===== config.mk =====
export PLATFORM = sky130hd
export DESIGN_NAME = ahb_cmd_sequencer
export DESIGN_NICKNAME = d
export VERILOG_FILES = /design/src/rtl/ahb_cmd_sequencer.sv
export SDC_FILE = /design/constraint.sdc
export NUM_CORES = 1
export LEC_CHECK = 0
export BUFFER_PORTS_ARGS = -buffer_cell sky130_fd_sc_hd__buf_4
export CORE_MARGIN = 2
export CORE_UTILIZATION = 31
export CTS_CLUSTER_SIZE = 14
export DETAILED_ROUTE_END_ITERATION = 10
export PLACE_DENSITY_LB_ADDON = 0.15
export SLEW_MARGIN = 0
export SYNTH_ARGS = -nofsm -noshare
export SYNTH_HDL_FRONTEND = slang
export SYNTH_SLANG_ARGS = --single-unit
export TNS_END_PERCENT = 30

===== constraint.sdc =====
create_clock -name hclk -period 5 [get_ports hclk]
set_input_delay 0.75 -clock hclk [delete_from_list [all_inputs] [get_ports hclk]]
set_output_delay 0.75 -clock hclk [all_outputs]
set_load 0.005 [all_outputs]

===== src/rtl/ahb_cmd_sequencer.sv =====
// ahb_cmd_sequencer
// Command-side front end for the one_master_slave user interface. Write and
// read commands are queued in a small FIFO and replayed onto the master
// interface with fixed beat timing; read data comes back on a response port.
//
// Handshakes: a transfer happens on a rising hclk edge where both valid and
// ready are high. The producer holds cmd_* stable while cmd_valid=1 and
// cmd_ready=0. rsp_valid/rsp_data stay stable until rsp_ready is seen.
//
// Ports:
//   hclk, hresetn          clock, asynchronous active-low reset
//   cmd_valid/cmd_ready    command handshake (cmd_ready = FIFO not full)
//   cmd_wr, cmd_sel        command kind (1 = write) and slave select
//   cmd_addr, cmd_dina/b   address and write operands
//   rsp_valid/rsp_ready    read response handshake, rsp_data = captured dout
//   enable, addr, wr,      registered master-side outputs
//   dina, dinb, slave_sel
//   dout                   read data from the master
//   busy                   FSM active or commands pending
//   fsm_state              debug view of the sequencer state
module ahb_cmd_sequencer #(
    parameter int DEPTH     = 4,
    parameter int READ_WAIT = 3
) (
    input  logic        hclk,
    input  logic        hresetn,
    input  logic        cmd_valid,
    output logic        cmd_ready,
    input  logic        cmd_wr,
    input  logic [1:0]  cmd_sel,
    input  logic [31:0] cmd_addr,
    input  logic [31:0] cmd_dina,
    input  logic [31:0] cmd_dinb,
    output logic        rsp_valid,
    input  logic        rsp_ready,
    output logic [31:0] rsp_data,
    output logic        enable,
    output logic [31:0] addr,
    output logic        wr,
    output logic [31:0] dina,
    output logic [31:0] dinb,
    output logic [1:0]  slave_sel,
    input  logic [31:0] dout,
    output logic        busy,
    output logic [2:0]  fsm_state
);

    localparam logic [2:0] S_IDLE  = 3'd0;
    localparam logic [2:0] S_ADDR  = 3'd1;
    localparam logic [2:0] S_WDATA = 3'd2;
    localparam logic [2:0] S_RWAIT = 3'd3;
    localparam logic [2:0] S_RSP   = 3'd4;

    localparam int AW = (DEPTH > 1) ? $clog2(DEPTH) : 1;
    localparam int CW = $clog2(DEPTH + 1);
    localparam int WW = (READ_WAIT > 1) ? $clog2(READ_WAIT) : 1;
    localparam logic [WW-1:0] WAIT_LAST = WW'(READ_WAIT - 1);

    // FIFO entry layout: {wr, sel[1:0], addr[31:0], dina[31:0], dinb[31:0]}
    logic [98:0]   mem [DEPTH];
    logic [AW-1:0] wr_ptr;
    logic [AW-1:0] rd_ptr;
    logic [CW-1:0] count;
    logic          push;
    logic          pop;
    logic [98:0]   head;

    logic [2:0]    state;
    logic [WW-1:0] wait_cnt;
    logic          cur_wr;
    logic [31:0]   cur_dina;
    logic [31:0]   cur_dinb;

    assign cmd_ready = (count != CW'(DEPTH));
    assign push      = cmd_valid && cmd_ready;
    // Pop decision uses the registered count, so a freshly pushed command
    // issues one edge later; there is no bypass path.
    assign pop       = (state == S_IDLE) && (count != '0);
    assign head      = mem[rd_ptr];
    assign busy      = (state != S_IDLE) || (count != '0);
    assign fsm_state = state;

    // Storage needs no reset: pointers and count define what is valid.
    always_ff @(posedge hclk) begin
        if (push) begin
            mem[wr_ptr] <= {cmd_wr, cmd_sel, cmd_addr, cmd_dina, cmd_dinb};
        end
    end

    always_ff @(posedge hclk or negedge hresetn) begin
        if (!hresetn) begin
            wr_ptr <= '0;
            rd_ptr <= '0;
            count  <= '0;
        end else begin
            if (push) wr_ptr <= wr_ptr + AW'(1);
            if (pop)  rd_ptr <= rd_ptr + AW'(1);
            if (push && !pop)      count <= count + CW'(1);
            else if (pop && !push) count <= count - CW'(1);
        end
    end

    always_ff @(posedge hclk or negedge hresetn) begin
        if (!hresetn) begin
            state     <= S_IDLE;
            wait_cnt  <= '0;
            cur_wr    <= 1'b0;
            cur_dina  <= '0;
            cur_dinb  <= '0;
            enable    <= 1'b0;
            wr        <= 1'b0;
            slave_sel <= 2'b00;
            addr      <= '0;
            dina      <= '0;
            dinb      <= '0;
            rsp_valid <= 1'b0;
            rsp_data  <= '0;
        end else begin
            case (state)
                S_IDLE: begin
                    enable    <= 1'b0;
                    slave_sel <= 2'b00;
                    wr        <= 1'b0;
                    if (pop) begin
                        addr      <= head[95:64];
                        slave_sel <= head[97:96];
                        enable    <= 1'b1;
                        cur_wr    <= head[98];
                        cur_dina  <= head[63:32];
                        cur_dinb  <= head[31:0];
                        state     <= S_ADDR;
                    end
                end
                S_ADDR: begin
                    if (cur_wr) begin
                        dina  <= cur_dina;
                        dinb  <= cur_dinb;
                        wr    <= 1'b1;
                        state <= S_WDATA;
                    end else begin
                        wait_cnt <= '0;
                        state    <= S_RWAIT;
                    end
                end
                S_WDATA: begin
                    enable    <= 1'b0;
                    slave_sel <= 2'b00;
                    wr        <= 1'b0;
                    state     <= S_IDLE;
                end
                S_RWAIT: begin
                    // Enable stays high for the address cycle plus READ_WAIT
                    // wait cycles; dout is captured on the last one.
                    if (wait_cnt == WAIT_LAST) begin
                        rsp_data  <= dout;
                        rsp_valid <= 1'b1;
                        enable    <= 1'b0;
                        slave_sel <= 2'b00;
                        state     <= S_RSP;
                    end else begin
                        wait_cnt <= wait_cnt + WW'(1);
                    end
                end
                S_RSP: begin
                    if (rsp_ready) begin
                        rsp_valid <= 1'b0;
                        state     <= S_IDLE;
                    end
                end
                default: state <= S_IDLE;
            endcase
        end
    end

endmodule


==> metrics, run 1 <==
R2R Setup Slk 2.39 ns; root buffer cell clkbuf_16; Post-Route WL 49500 um; initial detailed-routing violation count 516; post-route setup slack approximately 2.4 ns; fill count 6590; Final ANT Viol Nets 0; peak supply drop ~340 uV; Yosys reg bits 606; Residual DRC 0; setup violators final 0; Area Growth Syn to Fin 23.75%; Pwr Density 651.1 nW/um^2; crit end category flip-flop; CTS-repair resized insts 0; GRT Total Usage between 10% and 20%; Synth Instances 1010; fmax 383.3 MHz; htree depth 3; Worst Path Required roughly 5.2 ns; core area 72710 um^2; via/cell ratio 4.472; gr ovfl total 0; FF-to-FF End mem[2][18]; kind of critical path reg2reg; gpl congestion 0.6514; Final Cycle Share 52.18%; DIE AREA 75450 um^2; minimum clock period 2.609 ns; row count 99; wire length per cell around 21 um; # nets final 1461; setup_tns 0 ns; TritonCTS Sinks 606; Syn Std Cell Area 22710 um^2; largest net degree at the start of global routing 107; Worst-path clk slew 0.06 ns; max cap viols 0; Critical Path AT 2.85 ns; vias in the first global route between 10000 and 15000; Max Fanout on Critical Path 54; Slew Viols, Final 0; share of the yosys chip area belonging to registers about three quarters; Clock Path Buffers 3; post-layout util 38.66%; Clock Skews approximately 0.021 ns; postcts setup bufs 0; initial antenna violation count 6; height of the die 274.7 um; drt pass-1 iters 4; final hold violations 0; Port-buffer cells 272; RSZ-0062 raised after global routing no; starting density of the core 31.24%; clock buffers created by TritonCTS 71; Leakage roughly 11 nW; die width ~270 um; Critical path destination mem[2][18]; hold buffer count at CTS 0; CP startpoint count[0]; type of origin of the critical path flip-flop; Non-Filler Instances around 2300; synth unique cells 38; Synth Area per Inst 22.49 um^2; Critical R2R Launch count[0]; Min-Delay Path Class in2async; R2R depth 4; worst relative slew slack 26.53%; Cells after DPL 2205; Final Power approximately 18 mW; register area approximately 17000 um^2; global-route wire length before repair 73840 um; ant diodes 0; Post-Syn Nets 1152; worst slack at placement 1.967 ns; CTS tree done; worst slew pin tran 1.102 ns; multi-input logic area 5177 um^2; via count 10450; worst skew pair latency 0.60 ns; status completed; fraction of final layout cells sized beyond drive strength 1 50.33%; hpwl dp 29060 um; I/O pin count 273; yosys warns 0
==> cell families (layout without fill, tap and decap cells) <==
logic type	after synthesis	in the layout	share of synthesized area (%)
xor+xnor	6	6	0.2314
mux	294	294	20.91
flops	606	606	75.49
fa+ha+maj	7	7	0.4187
compound gates	19	19	0.5399
buf+inv	55	422	1.790
simple gates	23	23	0.6225
==> layout by cell type (no fill, tap or decap), types with 2 or more instances in the layout <==
cell type   netlist  final
mux2_2          109    109
edfxtp_1        396    396
bufinv_16         0      7
clkinv_2          0     12
ha_1              6      6
a21oi_1           3      3
xnor2_1           4      4
dfrtp_4           0      2
clkinv_1          0     13
clkbuf_8          0      5
inv_6             0      4
nand2b_1          3      3
inv_1             7      7
buf_12            9      7
clkinvlp_4        0      2
and2_4            1      6
nor2_1            3      3
a22o_1            2      2
dfrtp_1         210    208
mux2_4           86     86
nor2b_1           2      2
buf_4             6    275
xor2_1            2      2
mux4_2           99     99
a21o_1            2      2
o21ai_0           6      6
nand2_1           3      3
clkbuf_1         11     14
clkbuf_16         0     73
==> metrics by stage <==
stage                     hold slack, ns  area, um^2
after CTS                        0.09906       28110
after global routing              0.1129       28110
after floorplan                   0.4544       22710
after detailed placement          0.4758       25780
final                            0.09242       28110
after global placement            0.4763       25780
==> power by group <==
part	switching [mW]	leakage [nW]	internal [mW]	total, mW
Sequential	0.904	6.10	6.98	7.89
Combinational	2.09	3.30	3.20	5.29
Clock	2.01	1.14	3.11	5.13
Total	5.01	10.5	13.3	18.3
==> per-layer routing <==
metal	track usage [%]	routed length (um)	vias to the layer above
met1	16.17	19980	5479
met2	22.67	25630	217
met3	3.692	2619	93
met5	0	70	-
met4	4.105	1196	12
li1	-	-	4646
==> worst max-delay path, cell delays in order (launching register included) <==
cell and delay [ns]:
dfrtp_1 0.42, nor2_1 0.08, a21boi_1 0.50, and2_4 0.77, buf_12 0.40
==> registers in the layout (all words and copies together) (netlist names), 3 cells and up <==
signal / cells
addr: 32
count: 3
cur_dina: 32
cur_dinb: 32
dina: 32
dinb: 32
fsm_state: 3
mem: 396
rsp_data: 32
==> cell type report <==
| cell class | instances | share of cell area, % |
|---|---|---|
| sequential | 606 | 61.03 |
| multi-input combinational | 349 | 18.42 |
| timing repair buffer | 283 | 7.897 |
| clock buffer | 92 | 6.931 |
| tap | 959 | 4.269 |
| clock inverter | 39 | 1.344 |
| inverter | 8 | 0.1068 |
==> worst min path at each step <==
stage | startpoint | to | slack [ns] | depth (start not counted)
after CTS | hresetn | addr[17] | 0.1 | 1
after floorplan | hresetn | addr[0] | 0.45 | 0
final | hresetn | addr[17] | 0.09 | 1
after detailed placement | enable | enable | 0.48 | 1
after global placement | enable | enable | 0.48 | 1
after global routing | hresetn | addr[17] | 0.11 | 1
==> synth_stat cells (all sizes together) <==
cell type | count | share of area, %
a21boi | 1 | 0.033
a21o | 2 | 0.066
a21oi | 3 | 0.066
a22o | 2 | 0.077
a22oi | 1 | 0.033
a31oi | 1 | 0.028
and2 | 6 | 0.18
buf | 36 | 1.5
clkbuf | 11 | 0.18
dfrtp | 210 | 23
edfxtp | 396 | 52
fa | 1 | 0.088
ha | 6 | 0.33
inv | 8 | 0.13
mux2 | 195 | 11
mux4 | 99 | 9.8
nand2 | 3 | 0.050
nand2b | 3 | 0.083
nand3 | 2 | 0.044
nand3b | 1 | 0.033
nor2 | 3 | 0.050
nor2b | 2 | 0.055
nor3 | 1 | 0.044
nor4b | 1 | 0.039
o211ai | 1 | 0.033
o21ai | 6 | 0.13
o31ai | 1 | 0.033
o41ai | 1 | 0.039
or3 | 1 | 0.050
xnor2 | 4 | 0.15
xor2 | 2 | 0.077
Note: power is estimated with default switching activity, not from simulation.
==> run 2, diff against run 1 <==
--- a/config.mk
+++ b/config.mk
@@ -5,6 +5,7 @@
 export SDC_FILE = /design/constraint.sdc
 export NUM_CORES = 1
 export LEC_CHECK = 0
+export ABC_AREA = 1
 export BUFFER_PORTS_ARGS = -buffer_cell sky130_fd_sc_hd__buf_4
 export CORE_MARGIN = 2
 export CORE_UTILIZATION = 31
==> constraint.sdc (replaced) <==
create_clock -name hclk -period 2.49 [get_ports hclk]
set_input_delay 0.3735 -clock hclk [delete_from_list [all_inputs] [get_ports hclk]]
set_output_delay 0.3735 -clock hclk [all_outputs]
set_load 0.005 [all_outputs]
==> metrics, run 2 <==
status completed; Critical Path AT 1.68 ns; fill count 7157; worst skew pair latency 0.60 ns; Min-Delay Path Class in2reg; TritonCTS Sinks roughly 600; largest cells by area after synthesis edfxtp_1 51%, dfrtp_1 22%, nand2_1 8.8%, nor2_1 6.4%, o21ai_0 3.2%; hold buffer count at CTS 126; share of the yosys chip area belonging to registers 73.35%; largest net degree at the start of global routing 115; Yosys reg bits 606; gr ovfl total 0; CTS-repair resized insts 0; Hold Path Sink rsp_data[10]; FF-to-FF End count[2]; die width roughly 280 um; Critical R2R Launch count[0]; synth unique cells 24; Leakage 12.61 nW; post-layout util 40.40%; gpl congestion 0.7354; R2R depth 10; htree depth 3; via/cell ratio about 4.4; Post-Route WL slightly below 60000 um; Residual DRC 0; setup violators final 0; max cap viols 0; setup_tns 0 ns; fmax 487.4 MHz; Post-synth EDFFs a little under 400; yosys warns 0; root buffer cell clkbuf_16; core area 74570 um^2; Post-synth ARST share 34.65%; RSZ-0062 raised after global routing no; Slew Viols, Final 0; crit end category output pin; Commonest cells post-synth 545 x nand2_1, 396 x edfxtp_1, 396 x nor2_1; initial detailed-routing violation count 859; Final Cycle Share 82.40%; clock buffers created by TritonCTS 69; # nets final 2614; minimum clock period approximately 2 ns; Synth Area per Inst between 10 and 15 um^2; fraction of final layout cells sized beyond drive strength 1 around 17%; Synth area leader edfxtp_1; R2R Setup Slk 0.50 ns; height of the die 278.6 um; Post-Syn Nets 2215; Syn Std Cell Area about 23000 um^2; Clock Skews approximately 0.020 ns; multi-input logic area around 5400 um^2; Port-buffer cells 272; worst relative slew slack 44.75%; most common cell in the netlist nand2_1; Worst Path Required 2.12 ns; Final ANT Viol Nets 0; vias in the first global route 15460; Worst-path clk slew 0.06 ns; most common cell after layout, fill and taps aside nand2_1; starting density of the core 31.35%; initial antenna violation count 10; number of flip-flops under the largest register name 396; hold path cells 3; hpwl dp 34230 um; Clock Path Buffers 3; Pwr Density 1215 nW/um^2; HP Start dout[10]; I/O pin count 273; type of origin of the critical path flip-flop; register area 17150 um^2; drt pass-1 iters 5; postcts setup bufs 0; Largest Register mem; Synth Instances 2073; ys flop type edfxtp_1; peak supply drop 579.9 uV; GRT Total Usage 15.24%; CTS tree done; final hold violations 0; via count 15460; wire length per cell roughly 17 um; row count 100; commonest cells after routing, fill and taps aside 544 x nand2_1, 396 x edfxtp_1, 392 x nor2_1, 287 x buf_4, 208 x dfrtp_1; Synth top area share approximately half; DIE AREA 77620 um^2; Area Growth Syn to Fin 28.87%; kind of critical path reg2out; worst slew pin tran 0.8258 ns; global-route wire length before repair slightly above 90000 um; Max Fanout on Critical Path 6
run 2: changes by cell type in the layout (fill, tap and decap cells not counted), sizes merged, moves of 6 or more:
cell,delta
inv,+78
mux4,-99
and2,-6
nand3,+45
nor2,+394
nand2,+545
dlygate4sd3,+126
o21ai,+257
mux2,-195
buf,+29
run 2: worst max path at each step:
stage | start | to | slack [ns] | depth (start not counted)
floorplan | count[0] | mem[0][0] | -0.08 | 4
global placement | count[1] | count[2] | 0.47 | 9
detailed placement | count[1] | count[2] | 0.50 | 9
CTS | fsm_state[0] | busy | 0.37 | 5
global route | fsm_state[0] | busy | 0.34 | 5
finish | fsm_state[0] | busy | 0.44 | 5
run 2: worst max-delay path: stages (launching register included):
cell and delay, ns:
dfrtp_1 0.46, inv_2 0.11, nand2_2 0.07, nor2_2 0.15, nand2_1 0.14, buf_4 0.17
run 2: layer usage:
metal | vias up | wire length (um) | GRT usage (%)
met5 | - | 68 | 0
met4 | 12 | 1057 | 4.301
met3 | 79 | 2872 | 3.333
met2 | 314 | 27920 | 25.37
met1 | 7401 | 27250 | 20.03
li1 | 7657 | - | -
run 2: logic make-up after synthesis:
logic type / synth area share [%]
AO/OA/AOI/OAI: 5.727
adder cells (fa/ha/maj): 0.4068
flip-flops: 73.35
AND/OR/NAND/NOR: 16.28
buffers and inverters: 4.089
XOR/XNOR: 0.1499
run 2: area by class of cell:
type / count / share of cell area (%)
clock buffer: 89 / 6.185
inverter: 85 / 1.092
clock inverter: 36 / 0.9844
multi-input combinational: 1272 / 17.76
timing repair buffer: 438 / 12.98
antenna: 3 / 0.02492
tap: 969 / 4.025
sequential: 606 / 56.94
run 2: power by group:
part | switching [mW] | internal (mW)
clock network | 4.03 | 5.63
logic | 7.47 | 4.45
registers | 1.25 | 13.8
total | 12.7 | 23.9
run 2: metrics by stage:
step	hold slack (ns)	instances	cell area, um^2	power (mW)	setup slack (ns)
after global placement	0.4032	3244	26700	27.17	0.4672
after CTS	0.001679	3495	30120	37.39	0.3737
after detailed placement	0.4043	3244	26700	27.34	0.5010
final	0.03906	3498	30120	36.60	0.4383
after floorplan	0.07791	2073	23440	22.31	-0.07546
after global routing	0.02769	3498	30120	39.37	0.3373
